===== src/rtl/if_prefetch.sv =====
// Instruction prefetch unit: issues one instruction-memory read at a time,
// queues returned words with their PCs in a small FIFO, and flushes or
// redirects on a taken branch from decode.
module if_prefetch #(
  parameter int DEPTH = 4
) (
  input  logic        clk,
  input  logic        reset,
  output logic        imem_req,
  output logic [63:0] imem_addr,
  input  logic        imem_ack,
  input  logic [31:0] imem_data,
  input  logic        Brtaken,
  input  logic [63:0] branch_target,
  output logic [31:0] instru,
  output logic [63:0] instru_pc,
  output logic        instru_valid,
  input  logic        instru_ready
);

  localparam int AW = (DEPTH > 1) ? $clog2(DEPTH) : 1;
  localparam logic [AW:0] DEPTH_C = (AW+1)'(DEPTH);

  typedef enum logic [1:0] {IDLE, REQ, DROP} state_t;

  state_t       state_reg, state_next;
  logic         imem_req_reg, imem_req_next;
  logic [63:0]  imem_addr_reg, imem_addr_next;
  logic [63:0]  fetch_pc_reg, fetch_pc_next;
  logic [AW-1:0] wr_ptr_reg, rd_ptr_reg;
  logic [AW:0]  count_reg;
  logic         push, pop;
  logic [63:0]  target_aligned;

  logic [31:0]  data_mem [DEPTH];
  logic [63:0]  pc_mem   [DEPTH];

  // Redirect target is always word aligned; the low two bits are ignored.
  assign target_aligned = branch_target & ~64'd3;

  assign instru_valid = (count_reg != '0);
  assign instru       = instru_valid ? data_mem[rd_ptr_reg] : '0;
  assign instru_pc    = instru_valid ? pc_mem[rd_ptr_reg]   : '0;
  assign imem_req     = imem_req_reg;
  assign imem_addr    = imem_addr_reg;

  // A redirect takes priority over any consumer pop in the same cycle.
  assign pop = instru_valid && instru_ready && !Brtaken;

  // Next-state logic: one request in flight, DROP swallows a stale response.
  always_comb begin
    state_next     = state_reg;
    imem_req_next  = imem_req_reg;
    imem_addr_next = imem_addr_reg;
    fetch_pc_next  = fetch_pc_reg;
    push           = 1'b0;
    case (state_reg)
      IDLE: begin
        if (Brtaken) begin
          fetch_pc_next = target_aligned;
        end else if (count_reg < DEPTH_C) begin
          state_next     = REQ;
          imem_req_next  = 1'b1;
          imem_addr_next = fetch_pc_reg;
        end
      end
      REQ: begin
        if (imem_ack) begin
          state_next    = IDLE;
          imem_req_next = 1'b0;
          if (Brtaken) begin
            fetch_pc_next = target_aligned;
          end else begin
            push          = 1'b1;
            fetch_pc_next = fetch_pc_reg + 64'd4;
          end
        end else if (Brtaken) begin
          state_next    = DROP;
          fetch_pc_next = target_aligned;
        end
      end
      DROP: begin
        if (Brtaken) fetch_pc_next = target_aligned;
        if (imem_ack) begin
          state_next    = IDLE;
          imem_req_next = 1'b0;
        end
      end
      default: begin
        state_next    = IDLE;
        imem_req_next = 1'b0;
      end
    endcase
  end

  // Control and request registers.
  always_ff @(posedge clk or negedge reset) begin
    if (!reset) begin
      state_reg     <= IDLE;
      imem_req_reg  <= 1'b0;
      imem_addr_reg <= '0;
      fetch_pc_reg  <= '0;
    end else begin
      state_reg     <= state_next;
      imem_req_reg  <= imem_req_next;
      imem_addr_reg <= imem_addr_next;
      fetch_pc_reg  <= fetch_pc_next;
    end
  end

  // FIFO occupancy and pointers; a redirect empties the queue.
  always_ff @(posedge clk or negedge reset) begin
    if (!reset) begin
      wr_ptr_reg <= '0;
      rd_ptr_reg <= '0;
      count_reg  <= '0;
    end else if (Brtaken) begin
      wr_ptr_reg <= '0;
      rd_ptr_reg <= '0;
      count_reg  <= '0;
    end else begin
      if (push) wr_ptr_reg <= wr_ptr_reg + 1'b1;
      if (pop)  rd_ptr_reg <= rd_ptr_reg + 1'b1;
      if (push && !pop)      count_reg <= count_reg + 1'b1;
      else if (pop && !push) count_reg <= count_reg - 1'b1;
    end
  end

  // FIFO storage; contents are don't-care while count is zero.
  always_ff @(posedge clk) begin
    if (push) begin
      data_mem[wr_ptr_reg] <= imem_data;
      pc_mem[wr_ptr_reg]   <= imem_addr_reg;
    end
  end

endmodule


===== config.mk =====
export PLATFORM = sky130hd
export DESIGN_NAME = if_prefetch
export DESIGN_NICKNAME = d
export VERILOG_FILES = /design/src/rtl/if_prefetch.sv
export SDC_FILE = /design/constraint.sdc
export NUM_CORES = 1
export LEC_CHECK = 0
export CAP_MARGIN = 5
export CORE_UTILIZATION = 35
export DETAILED_ROUTE_END_ITERATION = 12
export GPL_TIMING_DRIVEN = 0
export PLACE_DENSITY = 0.62
export SYNTH_ARGS = -nofsm -noshare
export SYNTH_HDL_FRONTEND = slang
export SYNTH_SLANG_ARGS = --single-unit
export TNS_END_PERCENT = 100

===== constraint.sdc =====
create_clock -name clk -period 4.9 [get_ports clk]
set_clock_uncertainty 0.05 [all_clocks]
set_input_delay 0.98 -clock clk [delete_from_list [all_inputs] [get_ports clk]]
set_output_delay 0.98 -clock clk [all_outputs]
set_load 0.05 [all_outputs]

* Word-level counts from Yosys, hierarchy flattened
Memories as Yosys holds them, arrays and structs flattened.
Cells that the tools add are included.
** Operators by class
- Bitwise logic cells :: 1
- Muxes and demuxes :: 28
- Equality and inequality tests :: 7
- Magnitude comparators :: 1
- Reductions and logical operators :: 18
- Add/sub/neg operators :: 5
** Operators with widths (count)
- 64-bit two-way mux :: 4
- 64-bit one-hot mux with 2 select lines :: 1
- 64-bit by 3-bit adder with 64-bit output (second input constant) :: 1
- 32-bit two-way mux :: 1
- 2-bit two-way mux :: 9
- 3-bit two-way mux :: 3
- 1-bit two-way mux :: 8
- 2-bit inequality test (second input constant) :: 3
- 2-bit one-hot mux with 3 select lines :: 1
- 3-bit AND reduction :: 2
- 2-bit nonzero test :: 3
- 3-bit nonzero test :: 2
- 2-bit by 1-bit adder with 2-bit output (second input constant) :: 2
- 1-bit logical AND :: 4
- 4-bit AND reduction :: 1
- 2-bit OR reduction :: 2
- 3-bit by 1-bit adder with 3-bit output (second input constant) :: 1
- 1-bit logical NOT :: 3
- 3-bit < comparator (second input constant) :: 1
- 3-bit inequality test (second input constant) :: 1
- 3-bit by 1-bit subtractor with 3-bit output (second input constant) :: 1
- 2-bit by 1-bit equality test with 1-bit output (second input constant) :: 1
- 2-bit equality test (second input constant) :: 1
- 2-bit logical NOT :: 1
- other kinds (3) :: 3
** Word-level totals
- Logic and storage cells :: 69
- Bits in writable memories :: 384
- Memories :: 2
- Output and inout port bits :: 162
- Bits in registers :: 138
** Memories
- pc_mem :: depth 4, width 64, read ports 1, clocked after memory_dff 0, wr ports 1, line 36 : logic [63:0] pc_mem [DEPTH];
- data_mem :: depth 4, width 32, read ports 1, clocked after memory_dff 0, wr ports 1, line 35 : logic [31:0] data_mem [DEPTH];

* Logic depth before layout (Yosys ltp)
- Depth after elaboration :: 8
- Mapped depth :: 9

* Worst setup path after synthesis
Ideal clock, no wire load.
- Kind :: input -> register
- Start point :: input port Brtaken
- End point :: memory data_mem[0][0] (enable)
- Cell stages on the path :: 5
- Setup time :: 0.466 ns
- Path slack :: 0.396 ns
- Arrival :: 3.989 ns
- Cell sequence :: clkbuf_1 clkbuf_1 buf_1 nor2_1 and2_1
** On the way
- Cells in the longest elaborated chain, start to end :: 5
** Ends and longest elaborated chain
- from (decl) :: line 13 : input logic Brtaken,
- 1-bit two-way mux :: line 71 : if (Brtaken) begin
- 1-bit two-way mux :: line 68 : if (imem_ack) begin
- 1-bit two-way mux :: line 57 : case (state_reg)
- 1-bit two-way mux :: line 131 : if (push) begin
- 1-bit two-way mux (not written as such) :: line 132 : data_mem[wr_ptr_reg] <= imem_data;
- to (decl) :: line 35
No other way between the ends.

* Final worst setup path
- Start point :: register rd_ptr_reg[0]
- End point :: output port instru_pc[61]
** On the way
- Cells in the longest elaborated chain, start to end :: 2
** Ends and longest elaborated chain
- from (decl) :: line 30 : logic [AW-1:0] wr_ptr_reg, rd_ptr_reg;
- from (signal assigned) :: line 123 : if (pop) rd_ptr_reg <= rd_ptr_reg + 1'b1;
- memory read 4 x 64 bit
- 64-bit two-way mux :: line 43 : assign instru_pc = instru_valid ? pc_mem[rd_ptr_reg] : '0;
- to (decl) :: line 16 : output logic [63:0] instru_pc,
No other way between the ends.

==> run metrics <==
status=finished clean; Logic pwr share=0.415; drt pass-1 iters=8; post-synth top area cell=edfxtp_1; wire length of the first global-routing pass=roughly 92000 um; Row Count=just over 90; path depth of the worst reg2reg path=6; crit path to=instru_pc[61]; largest net degree at the start of global routing=85; Starting DRT DRC Count=917; reg-to-reg slack, setup=between 1.5 and 2 ns; total gr overflow=0; Chip Height=between 200 and 300 um; RR Startpoint=state_reg[1]$_DFFE_PN0P_; HP Class=in -> async; worst rel slew slack=0.298; Reg2Reg Capture Point=imem_addr[1]$_DFFE_PN0P_; #FFs+latches synth=522; count leader, synth=edfxtp_1; IO Pins=263; nets=roughly 1800; clock power share=0.241; port bufs=258; Seq pwr share=0.344; Main synth FF type=edfxtp_1; Seq/Total Area, Yosys=0.684; RSZ-0062 raised after global routing=false; Tightest Pin Transition=1.05 ns; post-layout power=about 18000 uW; Post-CTS Hold Buffers=0; mean post-synth cell area=~16 sq um; routed wire length=62300 um; Die Area=63600 sq um; Die X=about 250 um; Post-synth EDFFs=~380; CTS tree=done; Mapped Nets=1473; core area=around 62000 sq um; share of cells above drive strength 1=0.170; cells after synthesis=1362; commonest cells in the synthesized netlist=384 x edfxtp_1, 138 x dfrtp_1, 107 x and2_1; Worst Setup SP=rd_ptr_reg[0]$_DFFE_PN0P_; Max Clock Freq=around 210 MHz; Routed WL per cell=24.2 um; Final Max Slew Viols=0; post-route non-filler standard cell count=approximately 2600; P_int=11000 uW; clk_lat worst skew=approximately 0.62 ns; Fin. Hold Viols=0; Crit Path Class=reg -> out; Peak supply drop=between 0.4 and 0.5 mV; synth top area cells=edfxtp_1 53%, dfrtp_1 16%, mux4_2 9.9%; power per cell area=roughly 660 nW/um^2; minimum clock period=between 4 and 5 ns; Yosys cell types=66; Final Util=0.449; Num CTS Buffers=56; root buffer cell=clkbuf_16; Vias/cell=between 5 and 6; Max clock buf depth=3; DR vias=roughly 14000; P_leak=between 0.009 and 0.01 uW; share of synthesized flip-flops with an asynchronous set or reset=0.264; crit end category=output pin; peak fanout along the critical path=10; Worst Path Arrival=between 3 and 4 ns; H-Tree Depth=2; Setup-failing EPs final=0; ANT nets after route=0; YS warnings=0; Starting Density=0.355; startpoint types=flip-flop; WP data required=3.87 ns; Largest regs=pc_mem (256), data_mem (128); Biggest register=pc_mem; max reg flops=around 260; RePlAce Congestion=between 0.9 and 1; Yosys top cell area share=0.526; Switching Power=between 7000 and 8000 uW; vias in the first global route=between 10000 and 15000; post-CTS setup buffer count=0; DP HPWL=approximately 42000 um; synthesized cell area=roughly 22000 sq um; area grow syn2layout=26.5%; DRC viols=0; switching portion of total power=0.398; GRT Overall Usage=0.196; DP Cell Count=approximately 2500; Clock transition at path regs=about 0.06 ns; period utilisation layout=0.954; clock sink count=about 520; initial antenna violation count=7; Max Cap Violations=0
[through the flow]
stage               setup TNS (ns)  hold WS [ns]  area, sq um  worst slack [ns]
finish                           0         0.282        27700             0.226
global placement          -1410.23         0.429        25500             -3.23
floorplan                        0         0.408        21900             0.396
detailed placement               0         0.439        25800            0.0581
global route                     0         0.301        27700            0.0183
CTS                              0         0.269        27700            0.0622
[per-layer routing]
metal	wire, um	GRT usage	up-vias
met4	1940	0.0689	6
met3	4150	0.0385	111
li1	-	-	6036
met5	44	0	-
met1	27200	0.270	7196
met2	28900	0.310	503
[worst min-delay path by stage]
stage,end,slack (ns),cells after the start
2_1_floorplan,fetch_pc_reg[0]$_DFFE_PN0P_,0.41,1
3_3_place_gp,fetch_pc_reg[1]$_DFFE_PN0P_,0.43,1
3_5_place_dp,fetch_pc_reg[1]$_DFFE_PN0P_,0.44,1
4_1_cts,imem_addr[11]$_DFFE_PN0P_,0.27,1
5_1_grt,fetch_pc_reg[10]$_DFFE_PN0P_,0.30,1
6_report,imem_addr[12]$_DFFE_PN0P_,0.28,1
[timing repair]
item,4_1_cts,5_1_grt
setup endpoints to repair,60,0
hold endpoints to repair,0,0
gates resized for setup,12,0
[cell usage in the layout (no fill, tap or decap), types with 6 or more instances in the layout]
cell	netlist	layout
a21oi_1	27	27
a22oi_1	21	21
and2_1	107	103
and3_1	9	9
and4_1	8	8
buf_1	9	6
buf_16	0	8
bufinv_16	0	8
clkbuf_1	69	75
clkbuf_16	0	57
clkdlybuf4s50_1	0	257
clkinv_1	0	6
clkinv_2	0	12
dfrtp_1	138	138
edfxtp_1	384	384
ha_1	9	9
inv_1	20	20
mux2_2	70	70
mux2i_1	11	11
mux4_2	96	96
nand2_1	55	55
nand3_1	50	50
nand4_1	34	34
nor2_1	42	42
nor2b_1	8	8
nor3_1	13	13
nor3b_1	8	8
nor4_1	16	16
o211ai_1	11	11
o21ai_0	23	23
o22ai_1	23	23
or4_1	14	14
[worst max-delay path, cell delays in order (launching register included)]
cell and delay (ns):
dfrtp_1 0.61, buf_4 0.37, clkdlybuf4s15_2 0.56, mux4_2 0.60, and2_1 0.18, clkdlybuf4s50_1 0.69
[power groups by stage]
stage	clock, uW	combinational (uW)	sequential, uW
2_1_floorplan	0	4190	6990
3_3_place_gp	0	7630	6310
3_5_place_dp	0	7680	6340
4_1_cts	4510	7690	6270
5_1_grt	4660	7970	6370
6_report	4390	7570	6260
[logic make-up (layout without fill, tap and decap cells)]
logic type	Yosys count	count (layout)	synth area share
AOI/OAI and AO/OA	148	148	0.0461
xor gates and xnor gates	6	6	0.00240
adders and majority gates	10	10	0.00605
buffers and inverters	106	476	0.0192
DFF	522	522	0.684
muxes	177	177	0.140
other	0	4	0
and+or+nand+nor	393	393	0.103
[cell type report]
type / instances / area (sq um)
antenna: 4 / 10.0
multi-input combinational: 734 / 6530
buffer: 82 / 362
fill: 5513 / 34100
clock buffer: 75 / 1540
timing repair buffer: 267 / 2820
inverter: 21 / 78.8
clock inverter: 31 / 364
sequential: 522 / 15000
tap: 837 / 1050
Power figures use the tool's default switching activity.
